[src/rtl/ex_hazard_unit.sv]
// ex_hazard_unit: EX-stage operand forwarding, load-use stall and mul/div sequencing (optional macro LOAD_USE_STALL_EN)
module ex_hazard_unit #(
  parameter int REG_AW  = 5,
  parameter int NUM_FWD = 2,
  parameter int MD_LAT  = 4,
  parameter int SEL_W   = $clog2(NUM_FWD+1)
) (
  input  logic                      clk,
  input  logic                      rst,
  input  logic                      e_valid,
  input  logic [REG_AW-1:0]         e_rs1,
  input  logic [REG_AW-1:0]         e_rs2,
  input  logic [REG_AW-1:0]         e_rd,
  input  logic                      e_use_rs1,
  input  logic                      e_use_rs2,
  input  logic                      e_is_md,
  input  logic                      e_flush,
  input  logic [NUM_FWD*REG_AW-1:0] fwd_rd,
  input  logic [NUM_FWD-1:0]        fwd_we,
  input  logic [NUM_FWD-1:0]        fwd_is_load,
  output logic [SEL_W-1:0]          rs1_sel,
  output logic [SEL_W-1:0]          rs2_sel,
  output logic                      stall_e,
  output logic                      md_start,
  output logic                      md_busy,
  output logic                      md_done,
  output logic [REG_AW-1:0]         md_rd
);
  localparam int CW = $clog2(MD_LAT);
  typedef enum logic [1:0] {IDLE, BUSY, DONE} state_t;
  state_t state, state_nx;
  logic [CW-1:0] cnt;
  logic [NUM_FWD-1:0] m1, m2;
  logic lu_hz, md_req, unused_load;
  for (genvar k = 0; k < NUM_FWD; k++) begin : g_m
    assign m1[k] = e_use_rs1 & fwd_we[k] & (fwd_rd[k*REG_AW +: REG_AW] == e_rs1) & (e_rs1 != '0);
    assign m2[k] = e_use_rs2 & fwd_we[k] & (fwd_rd[k*REG_AW +: REG_AW] == e_rs2) & (e_rs2 != '0);
  end
  // youngest matching producer wins: scan from the oldest stage down so the lowest index overrides
  always_comb begin
    rs1_sel = '0;
    rs2_sel = '0;
    for (int k = NUM_FWD-1; k >= 0; k--) begin
      rs1_sel = m1[k] ? SEL_W'(k+1) : rs1_sel;
      rs2_sel = m2[k] ? SEL_W'(k+1) : rs2_sel;
    end
  end
`ifdef LOAD_USE_STALL_EN
  assign lu_hz = e_valid & (m1[0] | m2[0]) & fwd_is_load[0];
`else
  assign lu_hz = 1'b0;
`endif
  assign unused_load = ^fwd_is_load;
  assign md_req = e_valid & e_is_md & !lu_hz & !e_flush;
  // state, countdown and latched destination; reset aborts any operation in flight
  always_ff @(posedge clk or negedge rst) begin
    if (!rst) begin
      state <= IDLE;
      cnt   <= '0;
      md_rd <= '0;
    end else begin
      state <= state_nx;
      cnt   <= md_start ? CW'(MD_LAT-1) : (state == BUSY) ? (e_flush ? '0 : cnt - CW'(1)) : cnt;
      if (md_start) md_rd <= e_rd;
    end
  end
  // next state: flush in BUSY aborts, last count moves to DONE, DONE lasts one cycle
  always_comb begin
    state_nx = (state == IDLE) ? (md_req ? BUSY : IDLE) :
               (state == BUSY) ? (e_flush ? IDLE : (cnt == CW'(1)) ? DONE : BUSY) : IDLE;
  end
  // outputs: EX is held while a load-use hazard or the mul/div is pending, released in DONE
  always_comb begin
    md_start = (state == IDLE) & md_req;
    md_busy  = (state == BUSY);
    md_done  = (state == DONE);
    stall_e  = ((state == IDLE) & !e_flush & lu_hz) | md_start | ((state == BUSY) & !e_flush);
  end
endmodule

[config.mk]
export PLATFORM = sky130hd
export DESIGN_NAME = ex_hazard_unit
export DESIGN_NICKNAME = d
export VERILOG_FILES = /design/src/rtl/ex_hazard_unit.sv
export SDC_FILE = /design/constraint.sdc
export NUM_CORES = 1
export LEC_CHECK = 0
export ABC_AREA = 1
export CAP_MARGIN = 20
export CORE_MARGIN = 1
export CORE_UTILIZATION = 50
export CTS_BUF_LIST = sky130_fd_sc_hd__clkbuf_16
export DETAILED_ROUTE_END_ITERATION = 6
export DONT_BUFFER_PORTS = 1
export PLACE_DENSITY = 0.7
export SLEW_MARGIN = 5
export SYNTH_ARGS = -nofsm -noshare
export SYNTH_HDL_FRONTEND = slang
export SYNTH_SLANG_ARGS = --single-unit
[constraint.sdc]
create_clock -name clk -period 1.1 [get_ports clk]
set_input_delay 0.11 -clock clk [delete_from_list [all_inputs] [get_ports clk]]
set_output_delay 0.11 -clock clk [all_outputs]
set_load 0.1 [all_outputs]
# Word level (Yosys, flattened, before mapping)

Cells that the tools add are included.

$add $sub $neg: 1
Multipliers: 0
Divide/modulo/power cells: 0
$lt $le $gt $ge: 0
Equality and inequality tests: 7
Shift-type cells: 0
Mux-type cells: 12
Bitwise gates (word level): 17
Reductions and logical operators: 5

Operators with widths:

| operator                                                           | number |
|---|---|
| 2-bit 2-to-1 mux                                                   | 11 |
| 5-bit == test                                                      | 4 |
| 1-bit AND                                                          | 16 |
| 5-bit nonzero test                                                 | 2 |
| 2-bit by 1-bit == test with 1-bit output, second input constant    | 2 |
| 2-bit == test, second input constant                               | 1 |
| 2-bit zero test                                                    | 1 |
| 2-bit nonzero test                                                 | 1 |
| 2-bit by 1-bit subtractor with 2-bit output, second input constant | 1 |
| 1-bit zero test                                                    | 1 |
| 1-bit 2-to-1 mux                                                   | 1 |
| 1-bit OR                                                           | 1 |

Flip-flop bits (word level): 9
Latch bits: 0
Memory bits (writable): 0
ROM bits: 0
Input bits: 36
Output and inout bits: 13
Word-level logic and storage cells: 45
Memories: 0

# Logic depth before layout (Yosys ltp)

Depth in word-level cells: 5
Gate-level depth with buffers: 8
Gate-level depth less buffers: 8

# Least setup slack after synthesis

No wires, ideal clock.

Path kind: input -> output
Start: in e_rs1[0]
End: out rs1_sel[1]
Data arrival time: 1.855 ns
Required time: 0.990 ns
Slack: -0.865 ns
Stages on the path: 5
Path buffers: 0
Path through: nor2_1 > nand4_1 > nand2_1 > nor2_4 > nor2_1

Cells in the longest elaborated chain, start to end: 5
Elaborated cells on any way between the ends: 9
Classes of those cells: eq/ne: 2; mux: 2; bitwise: 4; reduce/logical: 1

Ends and longest elaborated chain:

| element                | RTL line | source |
|---|---|---|
| start, declared        | 11       | `input logic [REG_AW-1:0] e_rs1,` |
| 5-bit == test          | 36       | `assign m1[k] = e_use_rs1 & fwd_we[k] & (fwd_rd[k*REG_AW +: REG_AW] == e_rs1) & (e_rs1 != '0);` |
| 1-bit AND (2 in a row) | 36       |  |
| 2-bit 2-to-1 mux       | 44       | `rs1_sel = m1[k] ? SEL_W'(k+1) : rs1_sel;` |
| 2-bit 2-to-1 mux *     | 44       |  |
| end, declared          | 21       | `output logic [SEL_W-1:0] rs1_sel,` |

Every way passes the cells marked *; elsewhere a longest branch is shown, timed or not.

# Worst setup path in the final report

Start: reg state[0]
End: out md_start

Cells in the longest elaborated chain, start to end: 2

Ends and longest elaborated chain:

| element                | RTL line | source |
|---|---|---|
| start, declared        | 31       | `state_t state, state_nx;` |
| start signal, assigned | 62       | `state <= state_nx;` |
| 2-bit zero test        | n/a      |  |
| 1-bit AND              | 74       | `md_start = (state == IDLE) & md_req;` |
| end, declared          | 24       | `output logic md_start,` |

Every way passes these cells.

==> out/results.ini <==
[synth]
yosys_most_used_dff = dfrtp_1
ys_seq_area_share_pct = 26.4
syn_area_um2 = 855
synth_top_cells_by_count = 80 x nand2_1, 19 x inv_1, 14 x nor2_1, 9 x dfrtp_1, 9 x inv_2
synth_cells = 155
syn_nets = 192
syn_avg_cell_area_um2 = 5.51
synth_area_leaders = nand2_1 35%, dfrtp_1 26%, inv_1 8.3%
yosys_warnings = 0
yosys.area.top_type = nand2_1
yosysTopAreaCellShare_pct = 35.1
synth_edf_count = 0
synthDistinctLibCells = 17
synth.ff_latch_count = 9
async_reset_ff_share_pct = 100
yosysMostFrequentCell = nand2_1

[sta]
finClkSkew_ps = 1.72
max_clock_freq_ghz = 0.776
setup_violations = 11
setup_tns_ps = -1130
fin_crit_ps = 1290
rsz0062_at_grt = yes
period_share_pct = 117
hold-worst-slack_ps = 34.1
maxSlewHeadroom_pct = 69.9
layout_setup_ws_ps = -188
tightest_slew_ps = 450
drv_slew = 0
hold_viol = 0

[job]
drv_cap = 0

[power]
power.density_nw_per_um2 = 1660
power_frac_clock_pct = 28.5
combinationalPowerShare_pct = 48.7
peakVddDrop_v = 0.00237
switching_power_w = 0.000978
p_leak_nw = 0.722
swShare_pct = 43.0
internal_power_w = 0.00130
seqPwrFrac_pct = 22.8

[cts]
cts_num_sinks = 9
cts_max_path_buffers = 2
cts_made_buffers = 3
clk_pin_slew_ps = 40
cts_htree_levels = 1
clk_latency_ps = 240
ctsRootBufferMaster = clkbuf_16
cts_tree = built

[worst_setup_path]
worstSetupStartpointType = register
cp_max_fo = 5
path_class = reg -> out
arrival_ps = 1180
crit_path_end_kind = primary output
critPathRequiredTime_ps = 990

[final_layout]
postLayoutCellArea_um2 = 1370
multi_input_area_um2 = 584
postLayoutCoreUtil_pct = 87.8
seq_area_um2 = 233
areaGrowthSynthToFinish_pct = 60.2
drive_gt1_share_pct = 29.9
num_antenna_cells = 0
fill_cells = 81
nNetsFinal = 222

[route]
first_pass_iters = 7
vias = 1056
antenna_left = 0
routed_wl_um = 2970
wl_per_cell_um = 14.8
drc = 4
vias_per_cell = 5.28
initialDrtViolationCount = 57

[global_routing]
antenna_found_initial = 0
gr-total-overflow = 0
grt_pass1_vias = 1001
grtUsageTotal_pct = 31.0
grt_max_degree = 10
grt_pass1_wl_um = 4200

[run_status]
failed_checks = DRC, setup timing
status = finished, violations left

[die]
initial_core_util_pct = 54.8
dieArea_um2 = 1880
core-area_um2 = 1560
die_w_um = 43.3
die_y_um = 43.3
io_pins = 49
rows = 14

[placed_design]
gp_congestion = 0.759
hpwl_um = 1680
port_buffers = 0
preCtsSetupSlack_ps = 4.72
placed_area_um2 = 1120

[min_path]
min_path_type = in -> reg

-- cell families (layout without fill, tap and decap cells) --
family,count (synthesis),in the layout,share of synthesized area [%]
AND/OR/NAND/NOR,107,107,52.7
buffers and inverters,29,58,12.7
flip-flops,9,9,26.4
AO/OA/AOI/OAI,7,7,4.68
XOR/XNOR,2,2,2.05
adder cells (fa/ha/maj),1,1,1.46
-- metal layers --
metal	vias up	part of all wire [%]	global-route usage, %
li1	516	-	-
met1	479	37	37.2
met2	53	54	54.5
met3	8	7.0	7.08
met4	0	2.1	10.6
met5	-	0	0
-- critical path: stages, from the launching register on --
cell and delay, ps:
dfrtp_2 440, inv_2 90, nand3_4 150, clkinv_4 100, buf_12 170
-- metrics by stage --
step                cells  total power [W]
floorplan             155          0.00118
global placement      183          0.00146
detailed placement    183          0.00148
CTS                   198          0.00220
global route          200          0.00236
finish                200          0.00228
-- cell usage in the layout (no fill, tap or decap), drive strengths merged --
cell type and instances:
xnor2 2, a21oi 4, o211ai 2, clkbuf 3, nor2 20, dlygate4sd3 5, buf 20, clkinvlp 1
o21ai 1, dfrtp 9, nand2 80, inv 27, nand4 2, nand3 3, clkinv 2, nor3 2
ha 1
-- flip-flops by register name, indices dropped and copies added (netlist names) --
| register | flops |
|---|---|
| md_rd | 5 |
| state | 2 |
| cnt | 2 |
-- repair_timing --
| item | CTS | global route |
|---|---|---|
| hold buffers | 5 | 0 |
| setup endpoints to repair | 4 | 11 |
| setup buffers | 6 | 3 |
| pin swaps | 2 | 2 |
| gates resized for setup | 6 | 11 |
| hold endpoints to repair | 13 | 0 |
-- power by group through the flow --
stage,logic [W],clock network [W],registers (W)
2_1_floorplan,0.000378,0,0.000797
3_3_place_gp,0.000962,0,0.000501
3_5_place_dp,0.000973,0,0.000507
4_1_cts,0.00105,0.000649,0.000503
5_1_grt,0.00116,0.000664,0.000533
6_report,0.00111,0.000649,0.000519
-- area by class of cell --
class                   count  share of cell area (%)
flip-flops and latches      9                    17.0
well taps                  16                    1.46
repair buffers             25                    24.3
multi-input cells         117                    42.7
clock buffers               3                    5.48
clock inverters             1                   0.274
inverters                  29                    8.78
-- final timing paths --
| kind | start | to | slack, ps | cells past startpoint |
|---|---|---|---|---|
| setup reg to reg | state[0] | md_rd[1] | -120 | 6 |
| min in group asynchronous | rst | state[1] | 260 | 1 |
| max in group asynchronous | rst | state[0] | 500 | 1 |
| hold / removal | e_rd[1] | md_rd[1] | 30 | 2 |
| setup / recovery | state[0] | md_start | -190 | 4 |
| hold reg to reg | cnt[0] | cnt[0] | 520 | 1 |
(Power assumes the default switching activity.)
==> RTL edit 1, RTL diff (same settings) <==
`REG_AW`: 5 -> 4.
--- a/src/rtl/ex_hazard_unit.sv
+++ b/src/rtl/ex_hazard_unit.sv
@@ -1,5 +1,5 @@
 // ex_hazard_unit: EX-stage operand forwarding, load-use stall and mul/div sequencing (optional macro LOAD_USE_STALL_EN)
 module ex_hazard_unit #(
-  parameter int REG_AW  = 5,
+  parameter int REG_AW  = 4,
   parameter int NUM_FWD = 2,
   parameter int MD_LAT  = 4,
Interface: changed (5 resized); port bits go from 49 to 43. No check against the original RTL was run, so the function may have changed too.
==> RTL edit 1 against the unedited design <==
  * The flow finishes with violations (negative hold slack, negative setup slack)
  * Total power fell by 3.3%
  * Synthesized area fell by 16%
  * Worst setup slack got worse by 0.13 ns
  * Sequential cell count fell by 1
  * Non-clock buffer count rose by 2
  * Wire length rose by 40%
  * Cell area fell by 6.1%
  * Sequential power fell by 9.1%
==> RTL edit 1: results (changes against the unedited design) <==
- Fin. Hold Viols: 1 (+1)
- First-pass GRT wire length: 4620 µm (+10%)
- LEAKAGE: 0.660 nW (-8.6%)
- Area after DPL: 1030 µm² (-7.7%)
- GP Congestion: 0.633 (-17%)
- CP max stage delay: 0.40 ns (-0.04 ns)
- Vias in the first global route: 993 (-0.80%)
- Status: finished, violations left
- Commonest cells post-synth: 63 x nand2_1, 20 x inv_1, 17 x nor2_1, 8 x dfrtp_1, 6 x nand3_1
- Failing checks: negative hold slack, negative setup slack
- All-Layer GR Usage: 46.8% (+16 points)
- Reg2Reg Depth: 5 (-1)
- Netlist cell types: 12 (-5)
- Critical Path End: stall_e
- Sequential-to-total area share from yosys stat: 27.9% (+1.5 points)
- R2R setup slack: -0.20 ns (-0.08 ns)
- Hold Slack: -0.00633 ns (-0.0405 ns)
- Setup TNS: -2.03 ns (-0.901 ns)
- Max VDD drop: 1.72 mV (-28%)
- DP HPWL: 1550 µm (-7.3%)
- Area contributors post-synth: nand2_1 33%, dfrtp_1 28%, inv_1 10%, nor2_1 8.9%, nand3_1 4.2%
- Worst Path Arrival: 1.31 ns (+0.13 ns)
- Relative slew slack: 74.1% (+4.2 points)
- RR Endpoint: cnt[1]
- DRT Pass-1 Iters: 6 (-1)
- Fin worst setup slack: -0.319 ns (-0.131 ns)
- Final setup fails: 13 (+2)
- Crit path from: state[1]
- Power, Total: 2.20 mW (-3.3%)
- Non-filler cells, final: 177 (-12%)
- Layout cells sized above 1: 37.7% (+7.8 points)
[RTL edit 1: cell types whose count changed after synthesis, moves of 2 or more]
| cell | delta |
|---|---|
| nand2_1 | -17 |
| a21oi_1 | -4 |
| inv_2 | -4 |
| nand3_1 | +4 |
| nor2_1 | +3 |
| o21ai_0 | +3 |
| nand4_1 | -2 |
| nor3_1 | -2 |
| xnor2_1 | -2 |
[RTL edit 1: final cells by class]
cell class | count | area [µm²]
Multi-Input combinational cell | 98 | 502
Timing Repair Buffer | 27 | 372
Sequential cell | 8 | 205
Inverter | 25 | 109
Clock buffer | 3 | 75.1
Fill cell | 21 | 32.5
Tap cell | 15 | 18.8
Clock inverter | 1 | 3.75
[RTL edit 1: worst min path at each step]
stage | end | cells after the start | startpoint
finish | md_rd[0] | 2 | e_rd[0]
global route | md_rd[0] | 2 | e_rd[0]
CTS | md_rd[1] | 2 | e_rd[1]
detailed placement | md_rd[0] | 0 | rst
global placement | md_rd[0] | 0 | rst
floorplan | cnt[0] | 0 | rst
[RTL edit 1: worst max-delay path, delay by kind of cell, from the launching register on]
family | cells | cell delay (ns)
buf+inv | 3 | 0.37
flops | 1 | 0.40
simple gates | 3 | 0.29
[RTL edit 1: layer usage]
| layer | share of wire (%) | global-route usage, % |
|---|---|---|
| met4 | 10 | 44.0 |
| met3 | 11 | 16.5 |
| met2 | 46 | 73.8 |
| met1 | 32 | 46.0 |
| met5 | 0 | 12.5 |
[RTL edit 1: power groups by stage]
stage,Clock [mW],Sequential (mW),Combinational [mW]
floorplan,0,0.680,0.345
global placement,0,0.441,0.863
detailed placement,0,0.446,0.884
CTS,0.634,0.444,0.969
global route,0.653,0.467,1.12
finish,0.645,0.472,1.08
[RTL edit 1: kinds of logic after synthesis]
kind of cell,share of synthesized area [%]
buf+inv,13.1
flops,27.9
fa+ha+maj,1.74
simple gates,53.1
compound gates,4.18
[RTL edit 1: repair_timing]
item	in CTS	in global routing
hold buffers	3	0
endpoints found under the hold margin	10	0
gates resized for setup	10	17
setup endpoints to repair	6	14
setup buffers	5	4
pin swaps	3	9
[RTL edit 1: metrics by stage]
stage          utilization (%)  hold WS [ns]
4_1_cts                   93.0       0.00249
6_report                  97.5      -0.00633
3_3_place_gp              78.4        -0.185
5_1_grt                   97.5      -0.00684
2_1_floorplan                -        -0.186
3_5_place_dp              78.4        -0.185
==> RTL edit 2, RTL diff (config.mk and constraints unchanged) <==
Made on the original files. Reset style: synchronous (`rst`), changed in one clocked block.
--- a/src/rtl/ex_hazard_unit.sv
+++ b/src/rtl/ex_hazard_unit.sv
@@ -54,5 +54,5 @@
   assign md_req = e_valid & e_is_md & !lu_hz & !e_flush;
   // state, countdown and latched destination; reset aborts any operation in flight
-  always_ff @(posedge clk or negedge rst) begin
+  always_ff @(posedge clk) begin
     if (!rst) begin
       state <= IDLE;
Formal check against the unedited RTL: differs if rst is asserted again (counterexample within 4 cycles, from zero or initial values and one cycle with rst low); with rst held inactive, the same outputs for 10 cycles.
==> RTL edit 2 against the unedited design <==
  * The flow finishes with violations (negative setup slack)
  * Core utilization is 3.1 points higher
  * Cell area is 1.2% higher
  * First-iteration DRC count is 37% higher
  * Cell count is 1.0% higher
  * Clock skew is 0.0019 ns higher
  * Non-clock buffer count is 3 lower
  * Wire length is 19% higher
  * Die area is 2.9% lower
  * Worst setup slack better by 0.025 ns
  * Synthesized cell count is 3.2% higher
  * Sequential cell count stayed put
  * Synthesized area is 3.1% lower
  * Largest cell class unchanged
  * Highest routed layer unchanged
Power is not compared: it rests on default switching activity, and its combinational part moved more than twofold at a synthesized area within 25%.
==> RTL edit 2: results (changes against the unedited design) <==
- Status: finished, violations left
- Failing checks: negative setup slack
- GP Congestion: 0.883 (+16%)
- Async S/R FF share, synth: 0% (-100 points)
- Netlist cell types: 18 (+1)
- Setup TNS: -0.877 ns (+0.253 ns)
- All-Layer GR Usage: 32.8% (+1.8 points)
- Relative slew slack: 86.6% (+17 points)
- Area after DPL: 1170 µm² (+4.8%)
- Crit end category: flop
- Compound-cell area share of the yosys netlist: 7.55% (+2.9 points)
- Vias per cell: 5.85 (+11%)
- Final WL: 3530 µm (+19%)
- RR Endpoint: cnt[1]
- Final setup fails: 12 (+1)
- Vias in the first global route: 1057 (+5.6%)
- DP HPWL: 1710 µm (+1.7%)
- Initial DRC count: 78 (+37%)
- Met1 Use GR: 39.4% (+2.1 points)
- Worst Path Arrival: 1.40 ns (+0.22 ns)
- Pre-CTS WS: 0.00669 ns (+0.00196 ns)
- Cts repair resizes: 8 (+2)
- Worst hold start: rst
- Pin count of the biggest net entering global routing: 9 (-1)
- First-pass GRT wire length: 4440 µm (+5.9%)
- Commonest cells post-synth: 62 x nand2_1, 29 x nor2_1, 27 x inv_1, 9 x dfxtp_1, 7 x o21ai_0
- CTS Hold Bufs: 1 (-4)
- CP max stage delay: 0.37 ns (-0.07 ns)
- Worst Clk Skew: 0.00360 ns (+0.00187 ns)
- M3 GR Usage: 11.9% (+4.8 points)
- Non-filler cells, final: 202 (+1.0%)
- # placed instances: 190 (+3.8%)
- Met2 Use GR: 53.3% (-1.2 points)
- Met3 WL: 388 µm (+86%)
- Area contributors post-synth: nand2_1 28%, dfxtp_1 22%, nor2_1 13%, inv_1 12%, o21ai_0 4.2%
- Setup repair bufs after CTS: 5 (-1)
- Net count after synthesis: 197 (+2.6%)
- Post-synthesis mux area share: 0% (unchanged)
- Synth Area in XOR/XNOR: 2.11% (+0.065 points)
- Net count, final: 224 (+0.90%)
- Mapped Avg Cell Area: 5.18 µm² (-6.1%)
- Worst min-delay path endpoint: md_rd[3]
- R2r startpoint: state[1]
- Sequential-to-total area share from yosys stat: 21.8% (-4.6 points)
- DRT Pass-1 Iters: 4 (-3)
- Reg2Reg Depth: 10 (+4)
- Hold Slack: 0.00398 ns (-0.0302 ns)
- Fin worst setup slack: -0.163 ns (+0.0248 ns)
- CP Buf/Inv Count: 5 (+2)
RTL edit 2: cell count changes in the layout (fill, tap and decap cells not counted), sizes merged, moves of 2 or more:
cell         change
nand2           -18
nor2            +14
dfrtp            -9
dfxtp            +9
o21ai            +7
dlygate4sd3      -4
inv              +3
nand3            +2
RTL edit 2: power groups by stage:
| stage | Combinational (mW) | Sequential (mW) | Clock, mW |
|---|---|---|---|
| global route | 0.468 | 0.361 | 0.660 |
| global placement | 0.370 | 0.365 | 0 |
| detailed placement | 0.377 | 0.366 | 0 |
| floorplan | 0.216 | 0.428 | 0 |
| CTS | 0.398 | 0.360 | 0.648 |
| finish | 0.445 | 0.360 | 0.639 |
RTL edit 2: layout make-up:
type,instances,area (µm²)
multi-input cells,120,598
clock inverters,1,3.75
flip-flops and latches,9,194
inverters,31,153
well taps,16,20.0
repair buffers,22,342
fillers,73,139
clock buffers,3,75.1
